<file path="config.mk">
export PLATFORM = sky130hd
export DESIGN_NAME = inst_loader
export DESIGN_NICKNAME = d
export VERILOG_FILES = /design/src/rtl/loader_pkg.sv /design/src/rtl/byte_packer.sv /design/src/rtl/inst_loader.sv
export SDC_FILE = /design/constraint.sdc
export NUM_CORES = 1
export LEC_CHECK = 0
export CORE_MARGIN = 1
export CORE_UTILIZATION = 40
export DETAILED_ROUTE_END_ITERATION = 8
export PLACE_DENSITY = 0.65
export SKIP_LAST_GASP = 1
export SLEW_MARGIN = 10
export SYNTH_ARGS = -nofsm -noshare
export SYNTH_HDL_FRONTEND = slang
export SYNTH_SLANG_ARGS = --single-unit
</file>
<file path="constraint.sdc">
create_clock -name clk -period 2.1 [get_ports clk]
set_input_delay 0.42 -clock clk [delete_from_list [all_inputs] [get_ports clk]]
set_output_delay 0.42 -clock clk [all_outputs]
set_load 0.02 [all_outputs]
</file>
<file path="src/rtl/loader_pkg.sv">
// Shared types and stream-format constants for the instruction loader.
package loader_pkg;

  typedef enum logic [2:0] {
    HDR_LO,
    HDR_HI,
    DATA,
    DONE,
    ERR
  } state_t;

  localparam int HDR_BYTES  = 2;
  localparam int WORD_BYTES = 4;
  localparam int HDR_W      = 8 * HDR_BYTES;
  localparam int WORD_W     = 8 * WORD_BYTES;
  localparam int BCNT_W     = $clog2(WORD_BYTES);

endpackage

</file>
<file path="src/rtl/byte_packer.sv">
// Assembles little-endian bytes into words; word_valid pulses the cycle after
// the last byte of a word is strobed in.
module byte_packer
  import loader_pkg::*;
(
  input  logic              clk,
  input  logic              rst,
  input  logic              byte_stb,
  input  logic [7:0]        byte_data,
  output logic [WORD_W-1:0] word,
  output logic              word_valid,
  output logic              word_last
);

  logic [BCNT_W-1:0] byte_cnt;

  assign word_last = byte_stb && (byte_cnt == BCNT_W'(WORD_BYTES - 1));

  // Counter wraps naturally, so the next word starts at byte 0 without a clear.
  always_ff @(posedge clk or negedge rst) begin
    if (!rst) begin
      byte_cnt   <= '0;
      word       <= '0;
      word_valid <= 1'b0;
    end else begin
      word_valid <= word_last;
      if (byte_stb) begin
        word[{byte_cnt, 3'b000} +: 8] <= byte_data;
        byte_cnt                      <= byte_cnt + 1'b1;
      end
    end
  end

endmodule

</file>
<file path="src/rtl/inst_loader.sv">
// Boot loader: receives a length-prefixed byte stream and writes it into
// instruction memory while holding the core in reset.
//
// state  | meaning
// HDR_LO | waiting for word count low byte
// HDR_HI | waiting for word count high byte
// DATA   | streaming program words into memory
// DONE   | load complete, core released (terminal)
// ERR    | word count exceeds DEPTH, core held (terminal)
module inst_loader
  import loader_pkg::*;
#(
  parameter int DEPTH  = 256,
  parameter int ADDR_W = 32
) (
  input  logic              clk,
  input  logic              rst,
  input  logic              rx_valid,
  input  logic [7:0]        rx_data,
  output logic              rx_ready,
  output logic              wr_en,
  output logic [ADDR_W-1:0] wr_addr,
  output logic [31:0]       wr_data,
  output logic              core_hold,
  output logic              done,
  output logic              err
);

  state_t           state, state_nxt;
  logic [HDR_W-1:0] n_words;
  logic [HDR_W-1:0] n_shift;
  logic [HDR_W-1:0] asm_cnt;
  logic             accept;
  logic             byte_stb;
  logic             word_last;

  assign accept   = rx_valid && rx_ready;
  assign byte_stb = accept && (state == DATA);
  // Header bytes arrive low first, so shift each one in from the top.
  assign n_shift  = {rx_data, n_words[HDR_W-1:8]};

  always_ff @(posedge clk or negedge rst) begin
    if (!rst) state <= HDR_LO;
    else      state <= state_nxt;
  end

  always_comb begin
    state_nxt = state;
    rx_ready  = 1'b0;
    core_hold = 1'b1;
    done      = 1'b0;
    err       = 1'b0;
    case (state)
      HDR_LO: begin
        rx_ready = rst;
        if (accept) state_nxt = HDR_HI;
      end
      HDR_HI: begin
        rx_ready = rst;
        if (accept) begin
          if (n_shift == '0)                state_nxt = DONE;
          else if (32'(n_shift) > DEPTH)    state_nxt = ERR;
          else                              state_nxt = DATA;
        end
      end
      DATA: begin
        rx_ready = rst;
        // Enter DONE alongside the final write strobe.
        if (word_last && (asm_cnt == n_words - HDR_W'(1))) state_nxt = DONE;
      end
      DONE: begin
        core_hold = 1'b0;
        done      = 1'b1;
      end
      ERR: begin
        err = 1'b1;
      end
      default: state_nxt = HDR_LO;
    endcase
  end

  always_ff @(posedge clk or negedge rst) begin
    if (!rst) begin
      n_words <= '0;
      asm_cnt <= '0;
      wr_addr <= '0;
    end else begin
      if (accept && (state == HDR_LO || state == HDR_HI)) n_words <= n_shift;
      if (word_last) begin
        wr_addr <= ADDR_W'({asm_cnt, 2'b00});
        asm_cnt <= asm_cnt + 1'b1;
      end
    end
  end

  byte_packer u_byte_packer (
    .clk        (clk),
    .rst        (rst),
    .byte_stb   (byte_stb),
    .byte_data  (rx_data),
    .word       (wr_data),
    .word_valid (wr_en),
    .word_last  (word_last)
  );

endmodule

</file>
After elaboration in Yosys (flattened, before gate mapping)
Index checks and enable logic that the tools add are counted.
{"block": "word_totals", "latchBits": 0, "mem_bits_rw": 0, "output_inout_bits": 69, "mem_bits_ro": 0, "memories": 0, "regBits": 86, "input_bits": 11}
{"block": "op_classes", "eq_ne": 9, "bitwise": 1, "mux": 11, "add_sub_neg": 4, "order_cmp": 1, "div_mod_pow": 0, "shifts": 2, "multipliers": 0, "reduce_logical": 11}
{"operator": "bitwise mux 32 bit", "n": 1}
{"operator": "variable shift 8 x 7 -> 32 bit, first input constant", "n": 1}
{"operator": "variable part select 8 x 7 -> 32 bit", "n": 1}
{"operator": "adder 16 x 1 -> 16 bit, second input constant", "n": 1}
{"operator": "== test 16 bit", "n": 1}
{"operator": "> comparator 16 x 9 -> 1 bit, second input constant", "n": 1}
{"operator": "zero test 16 bit", "n": 1}
{"operator": "subtractor 16 x 1 -> 16 bit, second input constant", "n": 1}
{"operator": "two-way mux 3 bit", "n": 5}
{"operator": "one-hot mux 3 bit (4 select lines)", "n": 1}
{"operator": "negation 5 -> 7 bit", "n": 1}
{"operator": "== test 3 x 2 -> 1 bit, second input constant", "n": 2}
{"operator": "logical AND 1 bit", "n": 5}
{"operator": "two-way mux 1 bit", "n": 4}
{"operator": "inequality test 2 bit, second input constant", "n": 2}
{"operator": "AND reduction 4 bit", "n": 1}
{"operator": "== test 3 x 1 -> 1 bit, second input constant", "n": 1}
{"operator": "== test 3 bit, second input constant", "n": 1}
{"operator": "zero test 3 bit", "n": 1}
{"operator": "OR reduction 3 bit", "n": 1}
{"operator": "adder 2 x 1 -> 2 bit, second input constant", "n": 1}
{"operator": "== test 2 bit, second input constant", "n": 1}
{"operator": "inequality test 2 x 1 -> 1 bit, second input constant", "n": 1}
{"operator": "OR reduction 2 bit", "n": 1}
{"operator": "other kinds (2)", "n": 2}

Logic depth before layout (Yosys ltp)
{"block": "logic_depth", "ltp_word": 9, "ltp_mapped": 8, "mapped_depth_nobuf": 8}

Cells and area by module
Synthesis repeated with hierarchy kept, for this count alone.
{"block": "hier_totals", "hier_cells": 400, "hier_area_um2": 4365.4}
{"module": "inst_loader", "cells_each": 270, "seq_area_each_um2": 1276.2, "instances": 1, "area_per_inst_um2": 2805.2}
{"module": "byte_packer", "cells_each": 130, "seq_area_each_um2": 875.8, "instances": 1, "area_per_inst_um2": 1560.2}

Least setup slack after synthesis
OpenSTA, ideal clock, no wires.
{"block": "synth_path", "path_type": "register to register", "from": "register n_words[0]", "to": "register state[0]", "slack_ns": -0.075, "path_buffers": 0, "setup_ns": 0.103, "period_less_slack_ns": 2.175, "path_stages_with_launch": 7, "t_required_ns": 1.997, "arrival_time_ns": 2.072, "path_cell_list": "dfrtp_1 or4_4 or4_4 nor3_2 a21oi_1 mux2_4 o41ai_2"}
{"block": "synth_between", "elab_chain_cells": 5}
{"element": "start, declared", "line_no": "inst_loader.sv:30", "text": "logic [HDR_W-1:0] n_words;"}
{"element": "start signal, assigned", "line_no": "inst_loader.sv:88", "text": "if (accept && (state == HDR_LO || state == HDR_HI)) n_words <= n_shift;"}
{"element": "subtractor 16 x 1 -> 16 bit", "line_no": "inst_loader.sv:69", "text": "if (word_last && (asm_cnt == n_words - HDR_W'(1))) state_nxt = DONE;"}
{"element": "== test 16 bit", "line_no": "inst_loader.sv:69"}
{"element": "logical AND 1 bit", "line_no": "inst_loader.sv:69"}
{"element": "inequality test 2 x 1 -> 1 bit (no line)"}
{"element": "AND reduction 4 bit (no line)"}
{"element": "end signal, assigned", "line_no": "inst_loader.sv:44", "text": "else state <= state_nxt;"}
{"element": "end, declared", "line_no": "inst_loader.sv:29", "text": "state_t state, state_nxt;"}
No other way between the ends.
A chain may end at the register's enable or synchronous reset.

Final worst setup path
Same ends and word-level chain as after synthesis.

==> metrics.txt <==
Placed Cells=around 670; required time worst endpoint=2.36 ns; Pre-Repair DR Iteration Count=4; Initial Utilization=0.4191; number of global-route vias before repair=around 3300; # rows=36; NumNets Final=565; Diodes inserted=0; status=finished, violations left; Peak VDD IR=0.0003703 V; WL final=between 10000 and 15000 um; Die H=104.1 um; Lkg Pwr=2.502 nW; GRT Overall Usage=0.1998; Port-buffer cells=63; fmax=~440 MHz; Hold Vio Cnt, Final=0; I/O pins=80; power per cell area=~830 nW/um^2; Seq cells post-synth=86; detailed placement HPWL=between 7000 and 8000 um; Final Skew=0.01135 ns; Non-Filler Instances=around 680; final setup margin=-0.1755 ns; Tmin final=about 2.3 ns; routed len/inst=14.63 um; largest net degree at the start of global routing=62; failing checks=negative setup slack; Synth Instances=441; RSZ-0062 raised after global routing=true; Vias=3343; gpl congestion=just under 0.9; DRT iter0 DRCs=179; crit path from=n_words[0]; WHS=approximately 0.065 ns; final worst path period share=1.084; CORE AREA=9955 um^2; CP Class=reg -> reg; Place WS=-0.3329 ns; GR Overflow Total=0; yosys warns=0; CTS tree=yes; Setup crit end kind=register; Via density=around 4.9; post-synthesis sequential area ratio=0.5159; Tightest Pin Transition=0.7656 ns; first-pass GRT wire length=between 15000 and 20000 um; area delta synth->final=30.74%; Final setup viols=1; min-delay worst type=in -> async; clk_lat worst skew=0.36 ns; Worst R2R Setup Slack=-0.18 ns; Critical Path Fanout Max=4; most common cell after layout, fill and taps aside=nand2_1; Die X=104.1 um; crit start category=register; die area=10840 um^2; TritonCTS buffer count=9; CTS Buffer Depth=2; max-slew violation count=0; Worst slew margin=0.4896; WP data arrival=2.53 ns; Antenna Nets Post-Route=0; layout cells sized above 1=0.1706; maxcap violations=0; syn_area_per_cell=9.459 um^2; H-Tree Depth=3; clock sink count=86; commonest cells after routing, fill and taps aside=132 x nand2_1, 86 x dfrtp_1, 59 x clkdlybuf4s50_1; Post-Syn Area=4172 um^2; CTS root buf=clkbuf_8; Util after Layout=0.5479; clock slew at reported path FFs=0.09 ns; synth unique cells=45; Post-route DRC=0; initial antenna violation count=0; FF-to-FF Start=n_words[0]
critical path, cell delays in order (launching register included):
cell and delay (ns):
dfrtp_1 0.42, buf_4 0.15, or4_4 0.45, or4_4 0.46, nor3_2 0.18, a21oi_1 0.05, mux2_4 0.26, o41ai_2 0.19
power by group:
part	switching (mW)	internal [mW]	total, mW	leakage (nW)
registers	0.152	1.82	1.97	1.15
logic	0.724	0.702	1.43	1.25
clock network	0.584	0.573	1.16	0.0952
per-layer routing:
metal	GRT usage	share of wire	up-vias
li1	-	-	1649
met1	0.2785	0.47	1595
met2	0.3043	0.47	88
met3	0.03195	0.049	11
met4	0.09490	0.013	0
met5	0	0	-
synth_stat cells:
cell type  number  area share
o41ai_2         1      0.0039
a2111oi_0       1      0.0021
a211oi_1        1      0.0018
or3_1           1      0.0015
o2111ai_1       1      0.0021
nand2b_1        1      0.0015
clkbuf_1       15       0.013
nand3b_1        2      0.0036
nor2_1         10      0.0090
ha_1            7       0.021
nor3b_2         1      0.0030
nor3_1          7      0.0084
or4b_1          1      0.0024
a31oi_1         3      0.0045
nor3_2          1      0.0024
o21ai_0        34       0.041
conb_1          1     0.00090
nor4_1          6      0.0090
and2_1          1      0.0015
or4_4           2      0.0054
and3_1          5      0.0075
inv_2           1     0.00090
o21bai_1        1      0.0018
nand4_1         5      0.0075
a21o_1          1      0.0018
nand2_1       132        0.12
o21ai_1         1      0.0012
nand3_1        19       0.023
inv_1           7      0.0063
or4_1           1      0.0018
nand4_2         1      0.0030
dfrtp_1        86        0.52
a31o_2          1      0.0021
o22ai_1         1      0.0015
o211ai_1        1      0.0018
or3_4           1      0.0027
buf_4          17       0.031
a22o_1          1      0.0021
buf_2           2      0.0024
a21oi_1         5      0.0060
mux2_2         13       0.035
nor3b_1         5      0.0090
xnor2_1        28       0.059
mux2_4          1      0.0036
xor2_1          8       0.017
registers in the layout, summed over array words and instances, names as in the netlist:
| name | cells |
|---|---|
| u_byte_packer.word_valid | 1 |
| state | 3 |
| u_byte_packer.word | 32 |
| u_byte_packer.byte_cnt | 2 |
| asm_cnt | 16 |
| wr_addr | 16 |
| n_words | 16 |
stage by stage:
step / power (mW) / TNS (ns) / cell area (um^2)
floorplan: 2.812 / -0.01072 / 4237
finish: 4.553 / -0.1755 / 5454
detailed placement: 3.350 / -0.3329 / 5209
global route: 4.819 / -0.2777 / 5454
CTS: 4.528 / -0.1480 / 5414
global placement: 3.325 / -0.3152 / 5209
repair_timing:
action                     4_1_cts  5_1_grt
gates resized for setup          5        4
setup endpoints to repair        4        1
hold endpoints to repair         4        0
buffers inserted                 0        2
pin swaps                        1        0
hold buffers                     1        0
worst paths after layout:
path / endpoint / cells after the start
max: state[0] / 7
min: n_words[0] / 2
max reg2reg: state[0] / 7
min reg2reg: u_byte_packer.word[24] / 2
max in group asynchronous: state[0] / 3
min in group clk: u_byte_packer.word[24] / 2
layout make-up:
cell class	count	area, um^2
clock buffer	11	141.4
fill	908	4501
clock inverter	4	47.55
inverter	8	30.03
multi-input combinational	328	1894
timing repair buffer	114	1022
tap	133	166.4
sequential	86	2152
cell families after synthesis:
kind of cell | Yosys count | synth area share
compound gates | 53 | 0.07349
xor+xnor | 36 | 0.07559
fa+ha+maj | 7 | 0.02099
buf+inv | 42 | 0.05369
flops | 86 | 0.5159
mux | 14 | 0.03869
other cells | 1 | 0.0008990
simple gates | 202 | 0.2208
(Power assumes the default switching activity.)
